## config.mk

```make
export PLATFORM = sky130hd
export DESIGN_NAME = rl_ram_1r1w_arb
export DESIGN_NICKNAME = d
export VERILOG_FILES = /design/src/rtl/rl_ram_pkg.sv /design/src/rtl/rl_rr_arbiter.sv /design/src/rtl/rl_ram_1r1w_arb.sv
export SDC_FILE = /design/constraint.sdc
export NUM_CORES = 1
export LEC_CHECK = 0
export CAP_MARGIN = 20
export CORE_AREA = 3 3 142 144
export DETAILED_ROUTE_END_ITERATION = 16
export DIE_AREA = 0 0 145 147
export PLACE_DENSITY = 0.65
export SETUP_SLACK_MARGIN = 0.2
export SYNTH_ARGS = -nofsm -noshare
export SYNTH_HDL_FRONTEND = slang
export SYNTH_SLANG_ARGS = --single-unit
```

## constraint.sdc

```tcl
create_clock -name clk -period 7.08 [get_ports clk]
set_input_delay 0.708 -clock clk [delete_from_list [all_inputs] [get_ports clk]]
set_output_delay 0.708 -clock clk [all_outputs]
set_load 0.01 [all_outputs]
```

## src/rtl/rl_ram_pkg.sv

```systemverilog
// rl_ram_pkg
// Purpose : shared types and helpers for the arbitrated 1R1W RAM front end.
// Contents: NREQ_MAX  - largest supported requester count
//           req_idx_t - requester index, wide enough for every supported count
//           bew_of()  - byte-enable width for a given data width
package rl_ram_pkg;

    localparam int unsigned NREQ_MAX = 16;

    // Sized for the largest requester count so that one type serves every
    // parameterisation; smaller NREQ values simply never reach the top codes.
    typedef logic [$clog2(NREQ_MAX)-1:0] req_idx_t;

    function automatic int unsigned bew_of(input int unsigned dbits);
        return (dbits + 7) / 8;
    endfunction

endpackage

```

## src/rtl/rl_rr_arbiter.sv

```systemverilog
// rl_rr_arbiter
// Purpose : round-robin arbiter with a registered priority pointer.
// Ports   : clk, rst      - clock, async active-high reset
//           req[N]        - request vector
//           en            - allow a grant and the pointer update this cycle
//           gnt[N]        - one-hot-or-zero grant (combinational)
//           win_vld       - some request is pending (independent of en)
//           win_idx       - index of the highest-priority pending request
module rl_rr_arbiter
    import rl_ram_pkg::*;
#(
    parameter int unsigned N = 4
) (
    input  logic         clk,
    input  logic         rst,
    input  logic [N-1:0] req,
    input  logic         en,
    output logic [N-1:0] gnt,
    output logic         win_vld,
    output req_idx_t     win_idx
);

    req_idx_t r_ptr;

    // First pass looks at requesters at or above the pointer; if none is
    // pending, the lowest pending index overall wraps around.
    always_comb begin
        win_vld = 1'b0;
        win_idx = '0;
        for (int i = 0; i < N; i++) begin
            if (!win_vld && req[i] && (req_idx_t'(i) >= r_ptr)) begin
                win_vld = 1'b1;
                win_idx = req_idx_t'(i);
            end
        end
        for (int i = 0; i < N; i++) begin
            if (!win_vld && req[i]) begin
                win_vld = 1'b1;
                win_idx = req_idx_t'(i);
            end
        end
    end

    always_comb begin
        gnt = '0;
        for (int i = 0; i < N; i++) begin
            gnt[i] = en && win_vld && (win_idx == req_idx_t'(i));
        end
    end

    always_ff @(posedge clk or posedge rst) begin
        if (rst) begin
            r_ptr <= '0;
        end else if (en && win_vld) begin
            r_ptr <= (win_idx == req_idx_t'(N - 1)) ? '0 : win_idx + req_idx_t'(1);
        end
    end

endmodule

```

## src/rtl/rl_ram_1r1w_arb.sv

```systemverilog
// rl_ram_1r1w_arb
// Purpose : arbitrates NREQ write and NREQ read requesters onto one external
//           1R1W RAM (registered read, one-cycle latency, no write bypass).
// Ports   : clk, rst                 - clock, async active-high reset
//           wreq/waddr/wdin/wbe      - per-requester write fields (flattened)
//           wgnt                     - write acceptance, same cycle
//           rreq/raddr               - per-requester read fields (flattened)
//           rgnt                     - read acceptance, same cycle
//           rvalid/rdata             - read response, one cycle after rgnt
//           ram_we/ram_waddr/ram_din/ram_be/ram_raddr/ram_dout - RAM side
module rl_ram_1r1w_arb
    import rl_ram_pkg::*;
#(
    parameter int unsigned ABITS  = 10,
    parameter int unsigned DBITS  = 32,
    parameter int unsigned NREQ   = 4,
    parameter int unsigned HAZARD = 1,
    localparam int unsigned BEW   = bew_of(DBITS)
) (
    input  logic                  clk,
    input  logic                  rst,
    input  logic [NREQ-1:0]       wreq,
    input  logic [NREQ*ABITS-1:0] waddr,
    input  logic [NREQ*DBITS-1:0] wdin,
    input  logic [NREQ*BEW-1:0]   wbe,
    output logic [NREQ-1:0]       wgnt,
    input  logic [NREQ-1:0]       rreq,
    input  logic [NREQ*ABITS-1:0] raddr,
    output logic [NREQ-1:0]       rgnt,
    output logic [NREQ-1:0]       rvalid,
    output logic [DBITS-1:0]      rdata,
    output logic                  ram_we,
    output logic [ABITS-1:0]      ram_waddr,
    output logic [DBITS-1:0]      ram_din,
    output logic [BEW-1:0]        ram_be,
    output logic [ABITS-1:0]      ram_raddr,
    input  logic [DBITS-1:0]      ram_dout
);

    req_idx_t         w_widx;
    req_idx_t         w_ridx;
    logic             w_wvld;
    logic             w_rvld;
    logic             w_hazard;
    logic [ABITS-1:0] w_rd_addr;
    logic [ABITS-1:0] r_raddr;
    logic [NREQ-1:0]  r_rvalid;

    rl_rr_arbiter #(.N(NREQ)) u_warb (
        .clk     (clk),
        .rst     (rst),
        .req     (wreq),
        .en      (!rst),
        .gnt     (wgnt),
        .win_vld (w_wvld),
        .win_idx (w_widx)
    );

    // A read whose address matches this cycle's granted write is held off so
    // it samples the RAM after the write lands; its pointer stays put so it
    // is first in line next cycle.
    rl_rr_arbiter #(.N(NREQ)) u_rarb (
        .clk     (clk),
        .rst     (rst),
        .req     (rreq),
        .en      (!rst && !w_hazard),
        .gnt     (rgnt),
        .win_vld (w_rvld),
        .win_idx (w_ridx)
    );

    assign ram_we    = |wgnt;
    assign ram_waddr = waddr[int'(w_widx) * ABITS +: ABITS];
    assign ram_din   = wdin[int'(w_widx) * DBITS +: DBITS];
    assign ram_be    = wbe[int'(w_widx) * BEW +: BEW];

    assign w_rd_addr = raddr[int'(w_ridx) * ABITS +: ABITS];
    assign w_hazard  = (HAZARD != 0) && ram_we && w_rvld && (w_rd_addr == ram_waddr);

    assign ram_raddr = (|rgnt) ? w_rd_addr : r_raddr;
    assign rvalid    = r_rvalid;
    assign rdata     = ram_dout;

    // The async reset also clears a response that was launched in the cycle
    // reset arrived, so no stale rvalid escapes.
    always_ff @(posedge clk or posedge rst) begin
        if (rst) begin
            r_raddr  <= '0;
            r_rvalid <= '0;
        end else begin
            r_rvalid <= rgnt;
            if (|rgnt) begin
                r_raddr <= w_rd_addr;
            end
        end
    end

endmodule

```

## After elaboration in Yosys (flattened, before gate mapping)

Index checks and enable logic that the tools add are counted.
Widths: inputs -> output; s select.

| operators by class | value |
|---|---|
| shifts and indexed selects | 4 |
| bitwise operators | 0 |
| multiplexer cells | 33 |
| divide/modulo/power cells | 0 |
| $add $sub $neg | 2 |
| $mul | 2 |
| equal/unequal tests | 7 |
| reductions and logical operators | 55 |
| $lt $le $gt $ge | 8 |

Operator list:

| kind | number |
|---|---|
| $shiftx 128x10->32 | 1 |
| $shiftx 40x9->10 | 2 |
| $logic_and 1x1->1 | 35 |
| $mux 2 | 12 |
| $mux 1 | 18 |
| $ge 1x4->1 const A | 4 |
| $ge 2x4->1 const A | 4 |
| $logic_not 1->1 | 16 |
| $shiftx 16x7->4 | 1 |
| $mul 4x3->7 const B | 2 |
| $eq 10x10->1 | 1 |
| $mux 10 | 1 |
| $eq 2x2->1 const B | 4 |
| $logic_not 4->1 | 2 |
| $mux 4 | 2 |
| $reduce_or 4->1 | 2 |
| $add 2x1->3 const B | 2 |
| $eq 2x1->1 const B | 2 |

| storage, ports and cells | value |
|---|---|
| ROM bits | 0 |
| memories | 0 |
| RAM bits | 0 |
| register bits | 22 |
| word-level logic and storage cells | 115 |
| latch bits | 0 |
| input bits | 266 |
| output and inout port bits | 101 |

## Longest topological paths before layout

| depth | value |
|---|---|
| word-level depth | 38 |
| gate-level depth with buffers | 15 |
| mapped depth without buffers | 11 |

## Cells and area by module

Synthesis repeated with hierarchy kept, for this count alone.

| unflattened totals | value |
|---|---|
| cell total of the unflattened synthesis | 303 |
| area total of the unflattened synthesis | 3,215.6 um^2 |

Modules (own cells, without submodules):

| module | instances | cells each | area each (um^2) | seq. area each (um^2) |
|---|---|---|---|---|
| rl_ram_1r1w_arb | 1 | 235 | 2,655.0 | 350.3 |
| rl_rr_arbiter | 2 | 34 | 280.3 | 50.0 |

## Worst setup path after synthesis

No wires, ideal clock.

| timing | value |
|---|---|
| path kind | input-to-output |
| start | input port wreq[2] |
| end | output port ram_raddr[0] |
| required time | 6,372 ps |
| slack | 2,811 ps |
| data arrival time | 3,561 ps |
| buffers on the path | 4 |
| stages on the path | 15 |
| cell sequence | mux2i_1 nor2_1 nor3_4 buf_6 clkbuf_1 inv_2 clkbuf_1 ha_1 nor4_1 nor3_1 nand4_1 nor3_2 nor3_1 buf_6 mux2_4 |

| between the ends | value |
|---|---|
| word-level cells in the longest chain between the ends | 30 |

Ends and longest elaborated chain:

| what | RTL line | RTL |
|---|---|---|
| start, declared | rl_ram_1r1w_arb.sv:22 | `input logic [NREQ-1:0] wreq,` |
| $logic_and 1x1->1 (2 in series) | rl_rr_arbiter.sv:31 | `if (!win_vld && req[i] && (req_idx_t'(i) >= r_ptr)) begin` |
| $mux 1 | rl_rr_arbiter.sv:31 |  |
| $logic_not 1->1 | rl_rr_arbiter.sv:31 |  |
| $logic_and 1x1->1 (2 in series) | rl_rr_arbiter.sv:31 |  |
| $mux 1 | rl_rr_arbiter.sv:31 |  |
| $logic_not 1->1 | rl_rr_arbiter.sv:37 | `if (!win_vld && req[i]) begin` |
| $logic_and 1x1->1 | rl_rr_arbiter.sv:37 |  |
| $mux 1 | rl_rr_arbiter.sv:37 |  |
| (+12 left out) | - |  |
| via ram_we | rl_ram_1r1w_arb.sv:32 | `output logic ram_we,` |
| $logic_and 1x1->1 (*) (2 in series) | rl_ram_1r1w_arb.sv:78 | `assign w_hazard = (HAZARD != 0) && ram_we && w_rvld && (w_rd_addr == ram_waddr);` |
| $logic_not 1->1 (*) | rl_ram_1r1w_arb.sv:66 | `.en (!rst && !w_hazard),` |
| $logic_and 1x1->1 (*) | rl_ram_1r1w_arb.sv:66 |  |
| $logic_and 1x1->1 (*) | rl_rr_arbiter.sv:47 | `gnt[i] = en && win_vld && (win_idx == req_idx_t'(i));` |
| $logic_and 1x1->1 | rl_rr_arbiter.sv:47 |  |
| $reduce_or 4->1 (*) | rl_ram_1r1w_arb.sv:80 | `assign ram_raddr = (\|rgnt) ? w_rd_addr : r_raddr;` |
| $mux 10 (*) | rl_ram_1r1w_arb.sv:80 |  |
| end, declared | rl_ram_1r1w_arb.sv:36 | `output logic [ABITS-1:0] ram_raddr,` |

Mark *: on every way through the listed nets, which the timed path passes. The rest lies on a longest branch.

## Worst setup path in the final report

| timing | value |
|---|---|
| start | input port rreq[0] |
| end | output port ram_raddr[3] |

| between the ends | value |
|---|---|
| word-level cells in the longest chain between the ends | 36 |

Ends and longest elaborated chain:

| what | RTL line | RTL |
|---|---|---|
| start, declared | rl_ram_1r1w_arb.sv:27 | `input logic [NREQ-1:0] rreq,` |
| $logic_and 1x1->1 | rl_rr_arbiter.sv:31 |  |
| $mux 1 | rl_rr_arbiter.sv:31 |  |
| $logic_not 1->1 | rl_rr_arbiter.sv:31 |  |
| $logic_and 1x1->1 (2 in series) | rl_rr_arbiter.sv:31 |  |
| $mux 1 | rl_rr_arbiter.sv:31 |  |
| $logic_not 1->1 | rl_rr_arbiter.sv:31 |  |
| $logic_and 1x1->1 (2 in series) | rl_rr_arbiter.sv:31 |  |
| $mux 1 | rl_rr_arbiter.sv:31 |  |
| (+17 left out) | - |  |
| $shiftx 40x9->10 | rl_ram_1r1w_arb.sv:77 | `assign w_rd_addr = raddr[int'(w_ridx) * ABITS +: ABITS];` |
| $eq 10x10->1 | rl_ram_1r1w_arb.sv:78 |  |
| $logic_and 1x1->1 | rl_ram_1r1w_arb.sv:78 |  |
| $logic_not 1->1 | rl_ram_1r1w_arb.sv:66 |  |
| $logic_and 1x1->1 | rl_ram_1r1w_arb.sv:66 |  |
| $logic_and 1x1->1 (2 in series) | rl_rr_arbiter.sv:47 |  |
| $reduce_or 4->1 | rl_ram_1r1w_arb.sv:80 |  |
| $mux 10 (*) | rl_ram_1r1w_arb.sv:80 |  |

Every way passes the cells marked *; elsewhere a longest branch is shown, timed or not.

==> flow_metrics.py <==
metrics = {
    "cells_and_area": {
        "num_antenna_cells": 0,
        "post_route_cells_drive_above_1_share_pct": 4.76,
        "multiInputGateArea_um2": 2280,
        "synthToLayoutAreaGrowth_pct": 99.4,
        "fin_area_um2": 6260,
        "fin_util_pct": 33.2,
        "post_layout_nets": 968,
        "fillers": 1982,
        "ff_latch_area_um2": 450,
        "fin_cells": 953,
    },
    "placement": {
        "pre_cts_ws_ps": 1580,
        "final_weighted_congestion_of_routability_driven_global_placement": 0.845,
        "portBuffers": 302,
        "dpl.hpwl_mm": 12.6,
        "dp_cells": 948,
        "dpl-instance-area_um2": 6160,
    },
    "route": {
        "drt_first_iter_violations": 127,
        "firstDrtPassIters": 5,
        "residual_drc_count": 0,
        "finalWirelength_mm": 15.7,
        "wl_per_cell_um": 16.5,
        "detailroute.via_count": 4042,
        "viasPerCell": 4.24,
        "antenna_violating_nets_post_route": 0,
    },
    "global_routing": {
        "grt_util_all_layers_pct": 13.5,
        "grt_max_degree": 67,
        "first_pass_grt_wire_length_mm": 23.1,
        "grt_pass1_vias": 3961,
        "antenna_found_initial": 0,
        "global_route.overflow_total": 0,
    },
    "sta": {
        "final.hold.worst_slack_ps": 494,
        "rsz0062_at_grt": "no",
        "setup_viol_count_final": 0,
        "setup_slack_ps": 1540,
        "setup_tns_ps": 0,
        "fmax_mhz": 180,
        "fin_crit_sh_pct": 78.3,
        "slew_headroom_pct": 34.1,
        "maxSlewViolCount": 0,
        "finClkSkew_ps": 5.66,
        "timing_worst_slew_pin_value_ps": 988,
        "min_period_ps": 5540,
        "fin_hold_viols": 0,
    },
    "yosys": {
        "ys_async_sr_fraction_pct": 100,
        "syn-mean-instance-area_um2": 7.10,
        "area_leader_netlist": "mux2i_1",
        "count_of_flip_flops_with_a_built_in_enable_after_synthesis": 0,
        "syn_inst": 442,
        "synth_largest_type_area_fraction_pct": 18.8,
        "seq_area_frac_synth_pct": 14.3,
        "synth_ff_type": "dfrtp_1",
        "synthDistinctLibCells": 35,
        "synth_area_um2": 3140,
        "synth_top_cells_by_count": "nand2_1, mux2i_1, a31oi_1, and3_1, buf_4",
        "synth.top_cells.by_area": "mux2i_1, nand2_1, dfrtp_1, buf_4, a31oi_1",
        "yosys_register_bits": 18,
        "synth_most_common_cell": "nand2_1",
        "synthesis.nets": 716,
        "ys.warnings.count": 0,
    },
    "die": {
        "floorplan.die.width_um": 145,
        "ioPinCount": 367,
        "fp.coreArea_um2": 18800,
        "die_area_um2": 21300,
        "floorplan.rows": 50,
        "chip_height_um": 147,
        "initial_core_util_pct": 16.7,
    },
    "worst_setup_path": {
        "r2r_end": "r_raddr[1]",
        "reg2regPathDepth": 12,
        "reg2reg_slack_ps": 3290,
        "cp-startpoint": "rreq[0]",
        "cp_max_fo": 10,
        "critical_r2r_launch": "u_rarb.r_ptr[1]",
        "worst_ep_arrival_time_ps": 4840,
        "timing.critical_path.to_type": "output port",
        "timing_endpoint_of_the_critical_path": "ram_raddr[3]",
        "required_ps": 6370,
        "setup.worst_path.start_class": "input pin",
        "path_class": "in2out",
    },
    "power": {
        "cellPowerDensity_nw_per_um2": 259,
        "cellLeakagePower_nw": 2.65,
        "peakVddDrop_mv": 0.150,
        "report.power.total_mw": 1.62,
    },
    "clocking": {
        "clock_latency_ps": 250,
        "numClockSinks": 18,
        "holdBufCountCts": 0,
        "clock_tree_from_tritoncts": "done",
        "cts.reportedPaths.clkPinSlew_ps": 50,
        "postCtsSetupRepairBufs": 0,
        "cts_max_path_buffers": 2,
        "tritoncts.num_buffers": 3,
        "postCtsResizedCells": 0,
        "htreeDepth": 1,
        "cts_root_buf": "clkbuf_16",
    },
    "flow_run": {
        "drv.max_cap_violation_count": 0,
    },
    "run_status": {
        "status": "finished, final reports clean",
    },
    "hold_path": {
        "worstHoldPathCells": 1,
        "min_path_type": "reg2reg",
    },
}
[placed cells by master, fill, tap and decap left out, drive strengths merged, types with 2 or more instances in the layout]
cell type	netlist	routed
o41ai	2	2
nor2	6	6
ha	8	8
nand2	145	145
clkdlybuf4s50	0	302
nor3	4	4
nand2b	2	2
clkbuf	20	4
buf	42	7
a31oi	36	36
o21ai	2	2
xnor2	6	6
and2	8	8
xor2	4	4
and3	36	36
a21oi	7	7
dfrtp	18	18
nand4	2	2
mux2	12	12
mux2i	62	62
nor4	3	3
inv	12	12
[worst min-delay path by stage]
stage / start / end / slack (ps)
detailed placement: r_raddr[9] / r_raddr[9] / 480
global placement: r_raddr[6] / r_raddr[6] / 480
CTS: r_raddr[1] / r_raddr[1] / 500
finish: r_raddr[1] / r_raddr[1] / 490
global route: r_raddr[1] / r_raddr[1] / 520
floorplan: r_raddr[0] / r_raddr[0] / 490
[layout make-up]
class                      count  area share, %
clock buffer                   4           1.42
inverter                      12          0.720
multi-input combinational    350           36.4
sequential                    18           7.20
tap                          260           5.20
timing repair buffer         309           49.1
[cell families (layout without fill, tap and decap cells)]
logic type | Yosys count | in the layout | share of synthesized area (%)
DFF | 18 | 18 | 14.3
buffers and inverters | 74 | 325 | 14.1
and+or+nand+nor | 207 | 207 | 29.5
AOI/OAI and AO/OA | 51 | 51 | 10.3
adders and majority gates | 8 | 8 | 3.19
xor gates and xnor gates | 10 | 10 | 2.79
muxes | 74 | 74 | 25.7
[worst max-delay path: stages]
cell and delay [ps]:
clkdlybuf4s50_1 530, mux2i_1 180, nor2_1 80, a311oi_4 720
buf_4 320, mux2i_1 220, mux2_2 200, xor2_1 230
nand4_1 180, nor3_2 330, nor3_2 80, buf_4 220
mux2i_1 220, clkdlybuf4s50_1 600
[per-layer routing]
| metal | track usage (%) | wire length, um | vias to the layer above |
|---|---|---|---|
| met5 | 0 | 0 | - |
| met4 | 2.19 | 210 | 0 |
| met2 | 23.3 | 7710 | 171 |
| met3 | 3.08 | 1050 | 18 |
| met1 | 17.5 | 6750 | 1871 |
| li1 | - | - | 1982 |
[sequential cells by signal, indices dropped and copies added (netlist names)]
| register | flops |
|---|---|
| r_raddr | 10 |
| u_warb.r_ptr | 2 |
| rvalid | 4 |
| u_rarb.r_ptr | 2 |
[report_power, final]
group / internal [mW] / switching, mW
Clock: 0.0861 / 0.0411
Combinational: 0.692 / 0.630
Sequential: 0.147 / 0.0286
Power figures use the tool's default switching activity.
